[src/rtl/uart_echo_master.sv]
// uart_echo_master: bus initiator that polls a UART's port-mapped registers,
// reads each received byte and writes it back out (optionally upper-cased).
//
// Bus protocol: every access takes two cycles. In the SET cycle, port_id
// (and out_port for writes) is driven with both strobes low. In the
// following strobe cycle, port_id is held and exactly one of
// read_strobe/write_strobe is high. in_port is sampled at the end of a
// read-strobe cycle. A SET cycle always separates two strobes, so strobes
// never appear in back-to-back cycles.
module uart_echo_master #(
  parameter logic [15:0] DATA_PORT   = 16'h0000,
  parameter logic [15:0] STATUS_PORT = 16'h0001,
  parameter bit          UPPER       = 1'b0
) (
  input  logic        clk,
  input  logic        reset,
  input  logic        enable,
  input  logic [7:0]  in_port,
  output logic [15:0] port_id,
  output logic [7:0]  out_port,
  output logic        write_strobe,
  output logic        read_strobe,
  output logic        busy,
  output logic [15:0] echo_count,
  output logic [7:0]  err_count,
  output logic [2:0]  state_dbg
);

  typedef enum logic [2:0] {
    POLL_SET = 3'd0,
    POLL_RD  = 3'd1,
    DATA_SET = 3'd2,
    DATA_RD  = 3'd3,
    TXS_SET  = 3'd4,
    TXS_RD   = 3'd5,
    WR_SET   = 3'd6,
    WR_STB   = 3'd7
  } state_t;

  state_t     state;
  logic [7:0] status;
  logic [7:0] hold;
  logic       status_err;

  // Lower-case ASCII letters are shifted to upper case when UPPER is set.
  function automatic logic [7:0] xform(input logic [7:0] b);
    if (UPPER && (b >= 8'h61) && (b <= 8'h7A)) return b - 8'h20;
    return b;
  endfunction

  // Any of perr, ferr or ovf in the status captured by the poll read.
  assign status_err = |status[4:2];

  // Busy everywhere except POLL_SET while stopped; forced low during reset.
  assign busy = (state != POLL_SET) | (enable & reset);

  assign state_dbg = state;

  // Echo sequencer: outputs are registered alongside each state transition.
  always_ff @(posedge clk or negedge reset) begin
    if (!reset) begin
      state        <= POLL_SET;
      port_id      <= STATUS_PORT;
      out_port     <= 8'h00;
      write_strobe <= 1'b0;
      read_strobe  <= 1'b0;
      echo_count   <= 16'h0000;
      err_count    <= 8'h00;
      status       <= 8'h00;
      hold         <= 8'h00;
    end else begin
      read_strobe  <= 1'b0;
      write_strobe <= 1'b0;
      case (state)
        POLL_SET: begin
          if (enable) begin
            state       <= POLL_RD;
            read_strobe <= 1'b1;
          end
        end
        POLL_RD: begin
          // Capture status; the data port is set up only if a byte waits.
          status <= in_port;
          state  <= DATA_SET;
          if (in_port[0]) port_id <= DATA_PORT;
        end
        DATA_SET: begin
          if (status[0]) begin
            state       <= DATA_RD;
            read_strobe <= 1'b1;
          end else begin
            state <= POLL_SET;
          end
        end
        DATA_RD: begin
          // The read always happens so the receiver is cleared, even on error.
          hold    <= in_port;
          port_id <= STATUS_PORT;
          if (status_err) begin
            if (err_count != 8'hFF) err_count <= err_count + 8'h01;
            state <= POLL_SET;
          end else begin
            state <= TXS_SET;
          end
        end
        TXS_SET: begin
          state       <= TXS_RD;
          read_strobe <= 1'b1;
        end
        TXS_RD: begin
          // Retry the transmitter poll indefinitely; hold is untouched.
          status <= in_port;
          if (in_port[1]) begin
            state    <= WR_SET;
            port_id  <= DATA_PORT;
            out_port <= xform(hold);
          end else begin
            state <= TXS_SET;
          end
        end
        WR_SET: begin
          state        <= WR_STB;
          write_strobe <= 1'b1;
        end
        WR_STB: begin
          if (echo_count != 16'hFFFF) echo_count <= echo_count + 16'h0001;
          state    <= POLL_SET;
          port_id  <= STATUS_PORT;
          out_port <= 8'h00;
        end
        default: begin
          state    <= POLL_SET;
          port_id  <= STATUS_PORT;
          out_port <= 8'h00;
        end
      endcase
    end
  end

endmodule

[config.mk]
export PLATFORM = sky130hd
export DESIGN_NAME = uart_echo_master
export DESIGN_NICKNAME = d
export VERILOG_FILES = /design/src/rtl/uart_echo_master.sv
export SDC_FILE = /design/constraint.sdc
export NUM_CORES = 1
export LEC_CHECK = 0
export BUFFER_PORTS_ARGS = -buffer_cell sky130_fd_sc_hd__buf_2
export CAP_MARGIN = 20
export CORE_UTILIZATION = 45
export CTS_CLUSTER_SIZE = 20
export DETAILED_ROUTE_END_ITERATION = 6
export PLACE_DENSITY = 0.81
export SLEW_MARGIN = 20
export SYNTH_ARGS = -nofsm -noshare
export SYNTH_HDL_FRONTEND = slang
export SYNTH_SLANG_ARGS = --single-unit
[constraint.sdc]
create_clock -name clk -period 4.7 [get_ports clk]
set_input_delay 0.705 -clock clk [delete_from_list [all_inputs] [get_ports clk]]
set_output_delay 0.705 -clock clk [all_outputs]
set_load 0.02 [all_outputs]
==> results.md <==
- Synthesis warning total: 0
- Initial antenna violation count: 0
- Leakage: 1.30 nW
- Top_reg_cell synth: dfrtp_1
- Final min period: 2.25 ns
- Fillers: 427
- Die Ht: 74.2 um
- Hpwl dp: 3030 um
- Die area: 5510 sq um
- Ys async rst share: 100%
- CTS Buf Count: 5
- Top delay family on crit path: flip-flops
- CP bufs+invs: 1
- # setup viols final: 0
- Nets: 275
- Post-CTS Hold Buffers: 0
- RSZ-0062 raised after global routing: false
- Slew Viols, Final: 0
- Tot GR Track Use: 17.5%
- Worst EP required: 3.99 ns
- Maximum clock rate: 444 MHz
- Critical path class: flip-flop to output pin
- Chip width: 74.2 um
- Crit path DAT: 1.55 ns
- Fraction of layout cells with a size suffix above 1: 29.7%
- Hold Path Class: flip-flop to flip-flop
- Seq cells post-synth: 50
- DR WL/cell: 12.9 um
- Most frequent cells in the layout: 49 x dfrtp_1, 49 x buf_2, 23 x nand2_1
- IO Count: 65
- Initial Utilization: 48.1%
- Clock skew: 0.00606 ns
- Clk root buf: clkbuf_8
- Post-Route WL: 4260 um
- Post-CTS Resized: 0
- Post-Syn Instances: 212
- Clock Tree Buf Depth: 2
- Slew @ Worst Pin: 0.624 ns
- Vias per cell: 4.91
- Critical path peak fanout: 20
- Core area: 4880 sq um
- CP cell instances: a2111o_1, buf_2
- Clock transition at path regs: 0.08 ns
- Setup TNS: 0 ns
- Dpl ws: 2.57 ns
- CP max stage cell: dfrtp_1
- # diodes: 0
- Run status: complete, no violations
- Placed cell count: 322
- DRC viols: 0
- Aggregate global routing overflow: 0
- EDFF count, synth: 0
- Post-synthesis area per instance: 11.1 sq um
- Area growth syn-to-layout: 15.1%
- Largest net degree at the start of global routing: 51
- Critical path launch point type: flip-flop
- Final period util: 47.9%
- Placer Congestion: 0.775
- PnR worst setup slack: 2.45 ns
- Register area share after synthesis: 53.3%
- CTS tree: yes
- Netlist cell types: 35
- CP Capture Type: output pin
- H-tree levels: 2
- Slowest cell delay on critical path: 0.62 ns
- TritonRoute pass-1 iters: 6
- Worst VDD drop: 0.000300 V
- DRT iter0 DRCs: 127
- Power Density: 565 nW/um^2
- Synthesized cell area: 2350 sq um
- Vias in the first global route: 1511
- Number of port buffers: 49
- Clock Sinks: 50
- Detail Route Antenna Nets: 0
- # rows: 25
- Clk Latency, worst-skew pair: 0.30 ns
- Fin cells: 330
- Worst rel slew slack: 58.4%
- Max-cap violation count: 0
- Pwr Total: 1.53 mW
- Hold Vio Cnt, Final: 0
- Post-CTS Setup Bufs: 0
- First-pass GRT wire length: 7220 um
- DR vias: 1620
## power breakdown
part / leakage [nW] / internal (mW) / total, mW / switching [mW]
combinational: 0.624 / 0.218 / 0.512 / 0.293
clock: 0.0579 / 0.157 / 0.297 / 0.141
sequential: 0.614 / 0.570 / 0.717 / 0.147
total: 1.30 / 0.945 / 1.53 / 0.581
## synth_stat cells, types with 2 or more instances
cell,count,area share [%]
o21ai_0,13,2.8
mux2_2,14,6.7
buf_4,17,5.4
nor3_1,3,0.64
inv_1,2,0.32
nand2_1,23,3.7
a21oi_1,10,2.1
nand4_1,7,1.9
ha_1,2,1.1
nand3_1,9,1.9
dfrtp_1,49,52
nor2_1,6,0.96
a21oi_2,2,0.75
nor2b_1,8,2.1
xor2_1,3,1.1
clkbuf_1,3,0.48
and3_1,7,1.9
mux2i_1,2,0.85
xnor2_1,16,6.0
## cells by family (layout without fill, tap and decap cells)
kind of cell,count (synthesis),count (layout),share of synthesized area [%]
buf+inv,24,61,6.61
mux,17,17,8.04
flops,50,50,53.3
xor+xnor,19,19,7.09
compound gates,31,31,8.58
other cells,1,15,0.160
simple gates,68,68,15.1
fa+ha+maj,2,2,1.07
## metal layers
metal	up-vias	wire length [um]	GRT usage [%]
li1	798	-	-
met2	47	1950	27.4
met1	770	2050	23.6
met5	-	0	0
met4	0	49	5.24
met3	5	200	5.15
## worst register-to-register path, cell delays in order (launching register included)
cell      delay (ns)
dfrtp_1         0.75
nand3_4         0.29
a311oi_4        0.52
mux2_1          0.37
## worst paths after layout
check	from	endpoint	slack (ns)	cells past startpoint
worst max register to register	state_dbg[1]$_DFFE_PN0P_	err_count[1]$_DFFE_PN0P_	2.68	3
max in group asynchronous	reset	write_strobe$_DFF_PN0_	3.72	2
worst min register to register	echo_count[11]$_DFFE_PN0P_	echo_count[11]$_DFFE_PN0P_	0.49	1
worst max-delay path	state_dbg[1]$_DFFE_PN0P_	busy	2.45	2
worst min-delay path	echo_count[11]$_DFFE_PN0P_	echo_count[11]$_DFFE_PN0P_	0.49	1
min in group asynchronous	reset	out_port[6]$_DFFE_PN0P_	0.55	2
## through the flow
stage	instance area, sq um	hold WS [ns]	utilization [%]
6_report	2700	0.487	55.4
5_1_grt	2700	0.523	55.4
4_1_cts	2700	0.495	55.4
3_5_place_dp	2590	0.483	53.2
3_3_place_gp	2590	0.475	53.2
2_1_floorplan	2400	0.409	-
## sequential cells by signal, summed over array words and instances, names as in the netlist
signal        cells
out_port          8
write_strobe      1
port_id           1
hold              8
state_dbg         3
status            4
read_strobe       1
echo_count       16
err_count         8
## final cells by class
class / count / area (sq um) / area share, %
Inverter: 3 / 11.3 / 0.417
Clock buffer: 5 / 68.8 / 2.55
Clock inverter: 3 / 40.0 / 1.48
Multi-Input combinational cell: 152 / 993 / 36.8
Tap cell: 67 / 83.8 / 3.10
Timing Repair Buffer: 50 / 253 / 9.35
Sequential cell: 50 / 1250 / 46.3
Power figures use the tool's default switching activity.
